<file path="config.mk">
export PLATFORM = sky130hd
export DESIGN_NAME = ctrl_credit_selector
export DESIGN_NICKNAME = d
export VERILOG_FILES = /design/src/rtl/ep2_ctrl_pkg.sv /design/src/rtl/ctrl_rr_pick.sv /design/src/rtl/ctrl_credit_selector.sv
export SDC_FILE = /design/constraint.sdc
export NUM_CORES = 1
export LEC_CHECK = 0
export ABC_AREA = 1
export BUFFER_PORTS_ARGS = -buffer_cell sky130_fd_sc_hd__buf_4
export CAP_MARGIN = 20
export CORE_MARGIN = 1.5
export CORE_UTILIZATION = 40
export DETAILED_ROUTE_END_ITERATION = 12
export SYNTH_ARGS = -nofsm -noshare
export SYNTH_HDL_FRONTEND = slang
export SYNTH_SLANG_ARGS = --single-unit
</file>
<file path="constraint.sdc">
create_clock -name clk -period 6.3 [get_ports clk]
set_input_delay 0.63 -clock clk [delete_from_list [all_inputs] [get_ports clk]]
set_output_delay 0.63 -clock clk [all_outputs]
set_load 0.01 [all_outputs]
</file>
<file path="src/rtl/ep2_ctrl_pkg.sv">
// Shared types and sizing helpers for the EP2 credit-gated selector.
package ep2_ctrl_pkg;

  typedef enum logic {IDLE = 1'b0, BCAST = 1'b1} state_e;

  // Width of an index/count field; never collapses to zero bits.
  function automatic int clog2_min1(input int v);
    return (v > 1) ? $clog2(v) : 1;
  endfunction

  localparam int DEF_S_COUNT     = 2;
  localparam int DEF_CNT_WIDTH   = 8;
  localparam int DEF_CREDIT_INIT = 4;
  localparam int DEF_SEL_W       = clog2_min1(DEF_S_COUNT);
  localparam int DEF_CRED_W      = clog2_min1(DEF_CREDIT_INIT + 1);

  typedef logic [DEF_SEL_W-1:0]     sel_t;
  typedef logic [DEF_CNT_WIDTH-1:0] cnt_t;
  typedef logic [DEF_CRED_W-1:0]    credit_t;

endpackage

</file>
<file path="src/rtl/ctrl_rr_pick.sv">
// Round-robin picker: first requester after rr_last_i, wrapping.
module ctrl_rr_pick #(
  parameter int S_COUNT = 2,
  parameter int SEL_W   = 1
) (
  input  logic [S_COUNT-1:0] req_i,
  input  logic [SEL_W-1:0]   rr_last_i,
  output logic               found_o,
  output logic [SEL_W-1:0]   winner_o
);

  // Scan rr_last+1 .. rr_last+S_COUNT modulo S_COUNT; the first hit wins.
  always_comb begin
    logic             hit;
    logic [SEL_W-1:0] ii;
    int unsigned      idx;
    hit      = 1'b0;
    ii       = '0;
    idx      = 0;
    winner_o = '0;
    for (int k = 1; k <= S_COUNT; k++) begin
      idx = (int'(rr_last_i) + k) % S_COUNT;
      ii  = SEL_W'(idx);
      if (!hit && req_i[ii]) begin
        hit      = 1'b1;
        winner_o = ii;
      end
    end
    found_o = hit;
  end

endmodule

</file>
<file path="src/rtl/ctrl_credit_selector.sv">
// Credit-gated round-robin selector; broadcasts each grant to all consumers.
module ctrl_credit_selector
  import ep2_ctrl_pkg::*;
#(
  parameter int S_COUNT            = 2,
  parameter int SELECT_WIDTH       = (S_COUNT > 1) ? $clog2(S_COUNT) : 1,
  parameter int REPLICATED_OUT_NUM = 3,
  parameter int CNT_WIDTH          = 8,
  parameter int CREDIT_INIT        = 4
) (
  input  logic                                       clk,
  input  logic                                       rst,
  input  logic [S_COUNT-1:0]                         s_inc_tdata,
  output logic [S_COUNT-1:0]                         s_inc_tready,
  output logic [REPLICATED_OUT_NUM*SELECT_WIDTH-1:0] m_selector_tdata,
  output logic [REPLICATED_OUT_NUM-1:0]              m_selector_tvalid,
  input  logic [REPLICATED_OUT_NUM-1:0]              m_selector_tready,
  input  logic                                       credit_return,
  output logic                                       err_credit_ovf
);

  localparam int CW = clog2_min1(CREDIT_INIT + 1);
  localparam logic [CNT_WIDTH-1:0] CNT_MAX  = {CNT_WIDTH{1'b1}};
  localparam logic [CW-1:0]        CRED_MAX = CW'(CREDIT_INIT);

  state_e                              state_q, state_d;
  logic [S_COUNT-1:0][CNT_WIDTH-1:0]   cnt_q, cnt_d;
  logic [CW-1:0]                       credits_q, credits_d;
  logic [SELECT_WIDTH-1:0]             sel_q, sel_d, rr_last_q, rr_last_d;
  logic [REPLICATED_OUT_NUM-1:0]       pend_q, pend_d;
  logic                                err_q, err_d;

  logic [S_COUNT-1:0]                  accept, req;
  logic [REPLICATED_OUT_NUM-1:0]       hs;
  logic                                found, completing, can_latch;
  logic [SELECT_WIDTH-1:0]             winner;

  // Per-source accept and non-empty request vectors from registered counts.
  always_comb begin
    for (int i = 0; i < S_COUNT; i++) begin
      s_inc_tready[i] = (cnt_q[i] != CNT_MAX);
      req[i]          = (cnt_q[i] != '0);
    end
    accept = s_inc_tdata & s_inc_tready;
  end

  ctrl_rr_pick #(.S_COUNT(S_COUNT), .SEL_W(SELECT_WIDTH)) u_pick (
    .req_i     (req),
    .rr_last_i (rr_last_q),
    .found_o   (found),
    .winner_o  (winner)
  );

  // A new grant may latch from IDLE or in the cycle the last replica accepts.
  always_comb begin
    hs         = m_selector_tvalid & m_selector_tready;
    completing = (state_q == BCAST) && ((pend_q & ~hs) == '0);
    can_latch  = (credits_q != '0) && found && ((state_q == IDLE) || completing);
  end

  // State register.
  always_ff @(posedge clk) begin
    if (rst) state_q <= IDLE;
    else     state_q <= state_d;
  end

  // Next-state: broadcast persists until every replica has handshaked.
  always_comb begin
    state_d = state_q;
    case (state_q)
      IDLE:    if (can_latch) state_d = BCAST;
      BCAST:   if (completing) state_d = can_latch ? BCAST : IDLE;
      default: state_d = IDLE;
    endcase
  end

  // Outputs: pend mask drives per-replica valid; every slice carries sel_q.
  always_comb begin
    m_selector_tvalid = (state_q == BCAST) ? pend_q : '0;
    for (int r = 0; r < REPLICATED_OUT_NUM; r++)
      m_selector_tdata[r*SELECT_WIDTH +: SELECT_WIDTH] = sel_q;
    err_credit_ovf = err_q;
  end

  // Datapath next-state: counters, credit pool, grant latch, pend mask.
  always_comb begin
    cnt_d     = cnt_q;
    credits_d = credits_q;
    sel_d     = sel_q;
    rr_last_d = rr_last_q;
    err_d     = err_q;
    pend_d    = (state_q == BCAST) ? (pend_q & ~hs) : '0;
    for (int i = 0; i < S_COUNT; i++) begin
      if (accept[i] && !(can_latch && winner == SELECT_WIDTH'(i)))
        cnt_d[i] = cnt_q[i] + 1'b1;
      else if (!accept[i] && can_latch && winner == SELECT_WIDTH'(i))
        cnt_d[i] = cnt_q[i] - 1'b1;
    end
    if (can_latch) begin
      sel_d     = winner;
      rr_last_d = winner;
      pend_d    = '1;
    end
    if (can_latch && !credit_return) begin
      credits_d = credits_q - 1'b1;
    end else if (credit_return && !can_latch) begin
      if (credits_q == CRED_MAX) err_d = 1'b1;
      else                       credits_d = credits_q + 1'b1;
    end
  end

  // Datapath registers.
  always_ff @(posedge clk) begin
    if (rst) begin
      cnt_q     <= '0;
      credits_q <= CRED_MAX;
      sel_q     <= '0;
      rr_last_q <= SELECT_WIDTH'(S_COUNT - 1);
      pend_q    <= '0;
      err_q     <= 1'b0;
    end else begin
      cnt_q     <= cnt_d;
      credits_q <= credits_d;
      sel_q     <= sel_d;
      rr_last_q <= rr_last_d;
      pend_q    <= pend_d;
      err_q     <= err_d;
    end
  end

endmodule

</file>
After elaboration in Yosys (flattened, before gate mapping):

Index checks and enable logic that the tools add are counted.

* bits in latches: 0
* output and inout port bits: 9
* memory bits (writable): 0
* ROM bits: 0
* memories: 0
* register bits: 26

* divide/modulo/power cells: 0
* order comparisons: 2
* mux-type cells: 21
* shift operators: 0
* multiply operators: 0
* reduce and logical (&&, ||, !) cells: 31
* bitwise operators: 7
* $add $sub $neg: 8
* equal/unequal tests: 4

Operators by type and width (number)
* $mux W8: 4
* $mux W3: 6
* $add A8 B1 Y8 const B: 2
* $ne A8 B8 Y1 const B: 2
* $reduce_bool A8 Y1: 2
* $sub A8 B1 Y8 const B: 2
* $logic_and A1 B1 Y1: 14
* $mux W1: 10
* $logic_not A1 Y1: 7
* $and A3 B3 Y3: 2
* $reduce_bool A2 Y1: 3
* $lt A1 B2 Y1 const B: 2
* $add A3 B1 Y3 const B: 1
* $eq A3 B3 Y1 const B: 1
* $logic_not A3 Y1: 1
* $not A1 Y1: 3
* $not A3 Y3: 1
* $reduce_and A3 Y1: 1
* $reduce_bool A3 Y1: 1
* $sub A3 B1 Y3 const B: 1
* $add A1 B1 Y1 const B: 2
* $and A2 B2 Y2: 1
* $ne A2 B2 Y1 const B: 1
* $pmux W1 S2: 1
* other kinds (2): 2

Logic depth before layout (Yosys ltp):

Gate-level depths: netlist of the first run.

* depth in word-level cells: 13
* gate-level depth with buffers: 17
* gate-level depth less buffers: 17

By module:

Synthesis of the first run repeated with hierarchy kept, for this count alone.

* cells, all modules: 269
* area total of the unflattened synthesis: 1840.5 um2

Modules (own cells, without submodules)
* ctrl_credit_selector: cells an instance 266, area each 1825.5 um2, instances 1
* ctrl_rr_pick: cells an instance 3, area each 15.0 um2, instances 1

Worst setup path before layout of the first run:

No wires, ideal clock.

* path type: input-to-reg
* start point: input port m_selector_tready[2]
* end point: register cnt_q[7] in the netlist's numbering
* slack: 3.656 ns
* arrival: 2.529 ns
* cell stages on the path: 16
* required time: 6.185 ns
* cell sequence: inv_1 nand3_1 nand2_1 nor2_2 nand3_4 o21bai_2 ha_1 a21o_1 nand2_1 nand3_1 a21oi_1 inv_1 nand2_1 nand3_1 nand2_1 nor2_1

* longest elaborated chain between the ends: 11
* elaborated cells between the ends (all ways): 14
* classes of those cells: 1 x mux; 3 x bitwise; 10 x reduce/logical

Ends and longest elaborated chain
* start, declared: RTL line ctrl_credit_selector.sv:17 `input logic [REPLICATED_OUT_NUM-1:0] m_selector_tready,`
* $and A3 B3 Y3 *: RTL line ctrl_credit_selector.sv:56 `hs = m_selector_tvalid & m_selector_tready;`
* $not A3 Y3 *: RTL line ctrl_credit_selector.sv:57 `completing = (state_q == BCAST) && ((pend_q & ~hs) == '0);`
* $and A3 B3 Y3 *: RTL line ctrl_credit_selector.sv:57
* $logic_not A3 Y1 *: RTL line ctrl_credit_selector.sv:57
* $logic_and A1 B1 Y1 *: RTL line ctrl_credit_selector.sv:57
* $logic_or A1 B1 Y1 *: RTL line ctrl_credit_selector.sv:58 `can_latch = (credits_q != '0) && found && ((state_q == IDLE) || completing);`
* $logic_and A1 B1 Y1 *: RTL line ctrl_credit_selector.sv:58
* $logic_and A1 B1 Y1: RTL line ctrl_credit_selector.sv:94 `if (accept[i] && !(can_latch && winner == SELECT_WIDTH'(i)))`
* $logic_not A1 Y1: RTL line ctrl_credit_selector.sv:94
* $logic_and A1 B1 Y1: RTL line ctrl_credit_selector.sv:94
* $mux W8 / $reduce_bool A2 Y1 (equally long branches)
* end signal, assigned: RTL line ctrl_credit_selector.sv:122 `cnt_q <= cnt_d;`
* end, declared: RTL line ctrl_credit_selector.sv:27 `logic [S_COUNT-1:0][CNT_WIDTH-1:0] cnt_q, cnt_d;`

Every way passes the cells marked *; elsewhere a longest branch is shown, timed or not.
A chain may end at the register's enable or synchronous reset.

Final worst setup path of the first run:

* start point: register cnt_q[8] in the netlist's numbering
* end point: register cnt_q[7] in the netlist's numbering

* longest elaborated chain between the ends: 13
* elaborated cells between the ends (all ways): 21
* classes of those cells: 9 x mux; 1 x bitwise; 11 x reduce/logical

Ends and longest elaborated chain
* $reduce_bool A8 Y1 *: RTL line ctrl_credit_selector.sv:42 `req[i] = (cnt_q[i] != '0);`
* $mux W1 (implied by the code) (2 in series): RTL line ctrl_rr_pick.sv:24 `if (!hit && req_i[ii]) begin`
* $mux W1: RTL line ctrl_rr_pick.sv:24
* $logic_not A1 Y1: RTL line ctrl_rr_pick.sv:24
* $logic_and A1 B1 Y1: RTL line ctrl_rr_pick.sv:24
* $mux W1: RTL line ctrl_rr_pick.sv:24
* $logic_and A1 B1 Y1 (2 in series): RTL line ctrl_credit_selector.sv:58
* $logic_and A1 B1 Y1: RTL line ctrl_credit_selector.sv:94
* $logic_not A1 Y1: RTL line ctrl_credit_selector.sv:94
* $logic_and A1 B1 Y1: RTL line ctrl_credit_selector.sv:94
* $mux W8 / $reduce_bool A2 Y1 (equally long branches)

Every way passes the cells marked *; elsewhere a longest branch is shown, timed or not. The select of a mux whose other input is x is not followed.

==> flow_metrics.tcl, run 1 <==
set metrics [dict create \
    status "finished, final reports clean" \
    die_w_um 69.2 \
    final_max_slew_viol_count 0 \
    htreeDepth 1 \
    synthesis.area_um2 1750 \
    clk_pin_slew_ps 90 \
    synth_cell_types 28 \
    syn_inst 241 \
    max_stage_delay_ps 490 \
    clock_sinks 26 \
    final_cell_mix "nor2_1, nand2_1, inv_1" \
    async_flop_share_pct 0 \
    yosys.area.top_type "dfxtp_1" \
    syn_nets 266 \
    leakage_nw 1.00 \
    whs_ps 454 \
    cp_top_family "compound AO/OA/AOI/OAI gates" \
    totalWireLength_mm 3.38 \
    cts_tree "built" \
    yosys_warnings 0 \
    grt_max_degree 21 \
    drc 0 \
    period_share_pct 44.0 \
    worstPathArrival_ps 2940 \
    grt_pass1_vias 1345 \
    cts_buffer_depth 2 \
    setup_viol 0 \
    cts_setup_buffers 0 \
    synth.avg_cell_area_um2 7.28 \
    final_common_cell "nor2_1" \
    drive_gt1_share_pct 12.9 \
    wl_per_cell_um 11.1 \
    core-area_um2 4120 \
    crit_top_cell "nand2_1" \
    path_cells "nor2_1 -> nand2_1 -> nor2_2 -> nand2_2 -> nand3_4 -> o21bai_2 -> ha_1 -> a21o_1 -> nand2_1 -> nand3_1 -> a21oi_1 -> inv_1 -> nand2_1 -> nand3_1 -> nand2_1 -> nor2_1" \
    crit_path_end_kind "register" \
    gp_congestion 0.832 \
    numPortBuffers 16 \
    synth-seq-cells 26 \
    power.density_nw_per_um2 607 \
    antenna_cells 0 \
    max-slew-margin-rel_pct 59.7 \
    final.setup.tns_ps 0 \
    fin_area_um2 1950 \
    finalNonFillerCells 305 \
    min_path_type "register to register" \
    path_buf_inv 1 \
    drt_iter0_markers 61 \
    fin_skew_ps 6.49 \
    drt-vias-per-instance 4.97 \
    dieHeight_um 69.2 \
    clk_latency_ps 270 \
    vdd_drop_max_mv 0.191 \
    cp_data_required_time_ps 6460 \
    worstMarginPinSlew_ps 604 \
    crit_slowest_cell "dfxtp_1" \
    placed_cell_area_um2 1910 \
    critPathKind "register to register" \
    synth_edf_count 0 \
    maxCapViolations 0 \
    start_util_pct 42.6 \
    path_max_fanout 9 \
    rsz0062_at_grt "no" \
    synth-main-ff-cell "dfxtp_1" \
    area_growth_pct 11.1 \
    pin_count 17 \
    vias 1515 \
    yosysSeqAreaShare_pct 29.7 \
    period_needed_ps 2770 \
    ant_nets 0 \
    drt_pass1_iterations 4 \
    netlist_top_cells_area "dfxtp_1, ha_1, nor2_1" \
    dieArea_um2 4790 \
    cts-root-buf "clkbuf_8" \
    yosysTopAreaCellShare_pct 29.7 \
    grt_usage_pct 14.8 \
    cts-buffers-inserted 3 \
    overflow 0 \
    rows 23 \
    grt_pass1_wl_mm 6.03 \
    finalHoldViolCount 0 \
    final_nets 282 \
    post-dp-hpwl_mm 2.52 \
    antenna_found_initial 0 \
    cp-start-kind "register" \
    placed_cells 302 \
    hold_buffers 0 \
    max_freq_mhz 361 \
    cts_resized 0 \
]
==> where the power goes <==
group	internal (mW)	switching (mW)	leakage, nW
Clock	0.0428	0.0517	0.0216
Combinational	0.322	0.467	0.762
Sequential	0.234	0.0659	0.216
Total	0.598	0.584	1.00
==> per-stage QoR <==
step | worst slack (ps) | power, mW | utilization, %
6_report | 3530 | 1.18 | 47.3
3_3_place_gp | 3270 | 1.09 | 46.3
5_1_grt | 3230 | 1.33 | 47.3
2_1_floorplan | 3660 | 0.946 | -
3_5_place_dp | 3250 | 1.09 | 46.3
4_1_cts | 3520 | 1.19 | 47.3
==> worst min-delay path, cell delays in order, from the launching register on <==
cell and delay, ps:
dfxtp_1 320, inv_1 50, a21oi_1 50
==> routing by layer <==
metal	track usage, %	up-vias	wire length (um)	share of wire, %
met5	0	-	0	0
met4	3.92	0	19	0.56
met3	1.89	2	117	3.5
met2	24.1	30	1490	44
met1	20.5	664	1760	52
li1	-	819	-	-
==> cell usage after synthesis, types with 2 or more instances <==
master / number
xnor2_1: 4
a21oi_1: 14
a21o_1: 6
a31oi_1: 4
buf_4: 3
clkbuf_1: 2
dfxtp_1: 26
nand2_2: 4
xor2_1: 7
nor2_1: 45
o21ai_0: 19
nor2_2: 3
fa_1: 3
nand4_1: 10
nand3_1: 9
o21bai_2: 2
nand2_1: 28
inv_1: 28
or2_1: 2
ha_1: 14
==> cell families (layout without fill, tap and decap cells) <==
family / count (synthesis) / in the layout / synth area share (%)
fa+ha+maj: 17 / 17 / 13.4
simple gates: 104 / 104 / 27.2
xor+xnor: 11 / 11 / 5.49
compound gates: 48 / 48 / 15.8
flops: 26 / 26 / 29.7
buf+inv: 35 / 49 / 8.35
==> path summary, 6_finish.rpt <==
check / startpoint / end / slack [ps] / cells past startpoint
max reg2reg: cnt_q[8] / cnt_q[7] / 3530 / 16
max: cnt_q[8] / cnt_q[7] / 3530 / 16
min reg2reg: err_credit_ovf / err_credit_ovf / 450 / 2
min: err_credit_ovf / err_credit_ovf / 450 / 2
==> state kept, by name, summed over array words and instances, names as in the netlist <==
register / flops
state_q: 1
rr_last_q: 1
credits_q: 3
cnt_q: 16
pend_q: 3
sel_q: 1
err_credit_ovf: 1
==> area by class of cell <==
type	instances	area [um2]
well taps	50	62.6
multi-input cells	180	1090
flip-flops and latches	26	520
repair buffers	16	120
inverters	30	116
fillers	407	2170
clock buffers	3	41.3
(Power assumes the default switching activity.)
==> run 2: changes to the inputs <==
==> constraint.sdc (replaced) <==
create_clock -name clk -period 2.81 [get_ports clk]
set_input_delay 0.281 -clock clk [delete_from_list [all_inputs] [get_ports clk]]
set_output_delay 0.281 -clock clk [all_outputs]
set_load 0.01 [all_outputs]
==> run 2 against run 1 <==
Sequential power rose by 120%. Routed wire length rose by 7.4%. Worst hold slack got worse by 240 ps. First-iteration DRC count rose by 84%. Register-to-register slack got worse by 3300 ps. Final cell count rose by 0.98%. Maximum frequency rose by 8.7%. Critical path depth fell by 1. Setup slack got worse by 3300 ps. Clock power rose to 2.6 times the previous value. Power rose by 140%. Critical endpoint is now cnt_q[15]. Largest cell class unchanged.
==> flow_metrics.tcl, run 2 (synthesis results as in run 1) <==
set metrics [dict create \
    finalHoldViolCount 0 \
    grt_max_degree 21 \
    final_nets 284 \
    antenna_cells 0 \
    clk_pin_slew_ps 90 \
    post-dp-hpwl_mm 2.74 \
    rr_startpoint "cnt_q[0]" \
    grt_pass1_wl_mm 6.34 \
    power.density_nw_per_um2 1400 \
    rsz0062_at_grt "yes" \
    drive_gt1_share_pct 14.3 \
    clk_latency_ps 270 \
    final_max_slew_viol_count 0 \
    setup_viol 0 \
    worstMarginPinSlew_ps 546 \
    max-slew-margin-rel_pct 63.6 \
    path_cells "nor2_1 -> nand2_2 -> nor2_4 -> o21ai_1 -> o21bai_4 -> ha_1 -> a21o_1 -> nand2_1 -> nand3_1 -> a21oi_1 -> inv_1 -> nand2_1 -> nand3_1 -> nand2_1 -> nor2_1" \
    final_cell_mix "nor2_1, nand2_1, inv_1" \
    cp_top_family "compound AO/OA/AOI/OAI gates" \
    max_stage_delay_ps 470 \
    critPathKind "register to register" \
    maxCapViolations 0 \
    numPortBuffers 16 \
    seq_area_um2 520 \
    gp_congestion 0.833 \
    totalWireLength_mm 3.63 \
    grt_pass1_vias 1378 \
    ant_nets 0 \
    startpoint "cnt_q[0]" \
    final_common_cell "nor2_1" \
    drt_iter0_markers 112 \
    clock_sinks 26 \
    rows 23 \
    cts-root-buf "clkbuf_8" \
    crit_top_cell "nand2_1" \
    core-area_um2 4120 \
    crit_path_end_kind "register" \
    max_freq_mhz 392 \
    path_buf_inv 1 \
    cts_setup_buffers 0 \
    period_share_pct 90.8 \
    drc 0 \
    min_path_type "primary input to register" \
    path_max_fanout 9 \
    pin_count 17 \
    area_growth_pct 13.7 \
    top_register "cnt_q" \
    wl_per_cell_um 11.8 \
    overflow 0 \
    cp_data_required_time_ps 2990 \
    largest_reg_flops 16 \
    hp-start "rst" \
    die_w_um 69.2 \
    vdd_drop_max_mv 0.421 \
    dieHeight_um 69.2 \
    grt_usage_pct 15.8 \
    fin_util_pct 48.5 \
    dieArea_um2 4790 \
    vias 1529 \
    status "finished, final reports clean" \
    fin_skew_ps 4.93 \
    leakage_nw 1.02 \
    cts_tree "built" \
    antenna_found_initial 0 \
    start_util_pct 42.6 \
    drt-vias-per-instance 4.96 \
    cts-buffers-inserted 3 \
    multi_input_area_um2 1100 \
    crit_slowest_cell "dfxtp_1" \
    whs_ps 214 \
    period_needed_ps 2550 \
    cts_buffer_depth 2 \
    worstPathArrival_ps 2730 \
    drt_pass1_iterations 4 \
    fillers 419 \
    cp-start-kind "register" \
    top_regs "cnt_q: 16 flops, credits_q: 3 flops, pend_q: 3 flops" \
    htreeDepth 1 \
]
==> run 2: cell count changes in the layout (fill, tap and decap cells not counted), sizes merged <==
cell    delta
clkbuf     +1
buf        +2
==> run 2: worst paths after layout <==
kind,to,slack (ps),cells after the start
hold / removal,err_credit_ovf,210,2
setup reg to reg,cnt_q[15],260,15
hold reg to reg,err_credit_ovf,450,2
setup / recovery,cnt_q[15],260,15
==> run 2: worst register-to-register path, delay by kind of cell, from the launching register on <==
kind	cells	cell delay (ps)
AO/OA/AOI/OAI	4	910
flip-flops	1	470
adder cells (fa/ha/maj)	1	390
buffers and inverters	1	60
AND/OR/NAND/NOR	9	640
==> run 2: per-layer routing <==
layer	part of all wire [%]	track usage (%)
met5	0	0
met1	52	22.7
met4	0.63	2.61
met2	45	24.9
met3	2.9	3.49
==> run 2: final cells by class <==
| type | count | area share (%) |
|---|---|---|
| clock buffer | 4 | 2.76 |
| sequential | 26 | 26.1 |
| tap | 50 | 3.14 |
| timing repair buffer | 18 | 6.78 |
| inverter | 30 | 5.83 |
| multi-input combinational | 180 | 55.4 |
==> run 2: stage by stage <==
stage          power (mW)  std cells  instance area, um2  worst slack [ps]  TNS [ps]
3_5_place_dp         2.50        304                1920               186         0
2_1_floorplan        2.12        241                1750               427         0
3_3_place_gp         2.48        304                1920               260         0
6_report             2.78        308                1990               259         0
5_1_grt              3.09        308                1990             -20.2     -20.2
4_1_cts              2.75        308                1980               165         0
==> run 2: repair_timing <==
item | 4_1_cts | 5_1_grt
endpoints found under the setup margin | 0 | 2
gates resized for setup | 0 | 3
hold buffers | 0 | 0
hold endpoints to repair | 0 | 0
==> run 2: power breakdown <==
group	internal, mW	switching (mW)
registers	0.524	0.143
logic	0.752	1.12
clock network	0.125	0.120
total	1.40	1.38
==> run 3: changes to the inputs <==
--- a/config.mk
+++ b/config.mk
@@ -11,6 +11,8 @@
 export CORE_MARGIN = 1.5
 export CORE_UTILIZATION = 40
 export DETAILED_ROUTE_END_ITERATION = 12
+export RECOVER_POWER = 100
+export SLEW_MARGIN = 20
 export SYNTH_ARGS = -nofsm -noshare
 export SYNTH_HDL_FRONTEND = slang
 export SYNTH_SLANG_ARGS = --single-unit
==> run 3 against run 2 <==
Combinational power about the same. Maximum frequency decreased by 0.15%. Global-route usage is the same. First-iteration DRC count unchanged. Setup slack got worse by 3.9 ps. Via count unchanged. Sequential share of layout area rose by 0.25 points. Power is 0.64% lower. Final area down 0.94%. Final cell count did not move. Die area unchanged. Clock power hardly changed.
==> flow_metrics.tcl, run 3 (synthesis results as in run 1) <==
set metrics [dict create \
    top_register "cnt_q" \
    leakage_nw 0.999 \
    dieHeight_um 69.2 \
    max-slew-margin-rel_pct 63.7 \
    drt-vias-per-instance 4.96 \
    cts-buffers-inserted 3 \
    busiest_layer "met2" \
    min_path_type "primary input to register" \
    finalHoldViolCount 0 \
    fin_ws_ps 255 \
    largest_reg_flops 16 \
    p_seq_share_pct 24.1 \
    p_comb_share_pct 67.0 \
    status "finished, final reports clean" \
    clkPwrFrac_pct 8.9 \
    fillers 427 \
    drive_gt1_share_pct 12.4 \
    drc 0 \
    crit_path_end_kind "register" \
    cp-start-kind "register" \
    p_sw_share_pct 50.0 \
    grt_usage_pct 15.8 \
    seq_area_um2 520 \
    p_total_mw 2.77 \
    start_util_pct 42.6 \
    grt_pass1_vias 1378 \
    power_switching_mw 1.38 \
    multi_input_area_um2 1100 \
    final.setup.tns_ps 0 \
    cp_data_required_time_ps 2990 \
    setup_viol 0 \
    clk_pin_slew_ps 90 \
    antenna_cells 0 \
    grtUsageMet3_pct 3.49 \
    drt_iter0_markers 112 \
    whs_ps 214 \
    final_cell_mix "nor2_1, nand2_1, inv_1" \
    cts_tree "built" \
    grt_util_met1_pct 22.7 \
    wl_per_cell_um 11.8 \
    overflow 0 \
    placed_cells 304 \
    period_needed_ps 2560 \
    fin_skew_ps 4.95 \
    final_common_cell "nor2_1" \
    cts-root-buf "clkbuf_8" \
    finalNonFillerCells 308 \
    clk_latency_ps 270 \
    worstPathArrival_ps 2730 \
    ant_nets 0 \
    dp_worst_setup_slack_ps 186 \
    numPortBuffers 16 \
    totalWireLength_mm 3.64 \
    hold_depth 2 \
    final_nets 284 \
    drt_pass1_iterations 4 \
    pin_count 17 \
    core-area_um2 4120 \
    die_w_um 69.2 \
    path_max_fanout 9 \
    rows 23 \
    rsz0062_at_grt "yes" \
    htreeDepth 1 \
    max_freq_mhz 391 \
    clock_sinks 26 \
    intPower_mw 1.38 \
    period_share_pct 90.9 \
    antenna_found_initial 0 \
    vdd_drop_max_mv 0.420 \
    gp_congestion 0.833 \
    final_max_slew_viol_count 0 \
    post-dp-hpwl_mm 2.74 \
    dieArea_um2 4790 \
    cts_setup_buffers 0 \
    worstMarginPinSlew_ps 544 \
    r2r_cells 15 \
    cts_buffer_depth 2 \
    grt_pass1_wl_mm 6.34 \
    grt_max_degree 21 \
    critPathKind "register to register" \
    maxCapViolations 0 \
    vias 1529 \
    area_growth_pct 12.6 \
    top_regs "cnt_q: 16 flops, credits_q: 3 flops, pend_q: 3 flops" \
    power.density_nw_per_um2 1400 \
    use_met2_pct 24.9 \
]
[run 3: cell count changes in the layout (fill, tap and decap cells not counted)]
cell	delta
clkbuf_1	+5
buf_4	-5
[run 3: power by group through the flow]
stage                     clock, mW  sequential [mW]  combinational, mW
after floorplan                   0            0.642               1.48
after global placement            0            0.671               1.81
after detailed placement          0            0.672               1.82
after CTS                     0.258            0.666               1.83
after global routing          0.271            0.689               2.11
final                         0.245            0.667               1.85
[run 3: final cells by class]
cell class,instances,area share (%)
timing repair buffer,18,5.89
tap,50,3.17
sequential,26,26.3
clock buffer,4,2.79
inverter,30,5.89
multi-input combinational,180,55.9
[run 3: timing repair]
item,in CTS,in global routing
hold buffers,0,0
gates resized for setup,0,3
setup endpoints to repair,0,2
[run 3: worst max-delay path, cell delays in order, from the launching register on]
cell      delay (ps)
dfxtp_1          480
nor2_1           100
nand2_2           80
nor2_4            50
o21ai_1          310
o21bai_4         190
ha_1             390
a21o_1           220
nand2_1           50
nand3_1          100
a21oi_1          190
inv_1             60
nand2_1           80
nand3_1           70
nand2_1           60
nor2_1            40
[run 3: per-layer routing]
metal / part of all wire, % / wire (um)
met1: 51 / 1870
met2: 45 / 1630
met3: 3.1 / 113
met4: 0.63 / 23
met5: 0 / 0
[run 3: final timing paths]
| path | startpoint | to | slack (ps) |
|---|---|---|---|
| hold reg to reg | err_credit_ovf | err_credit_ovf | 450 |
| setup reg to reg | cnt_q[0] | cnt_q[15] | 250 |
| hold / removal | rst | err_credit_ovf | 210 |
| setup / recovery | cnt_q[0] | cnt_q[15] | 250 |
[run 3: stage by stage]
step / utilization, % / area, um2
finish: 48.0 / 1980
global route: 48.0 / 1980
CTS: 48.0 / 1980
detailed placement: 46.7 / 1920
global placement: 46.7 / 1920
floorplan: - / 1750
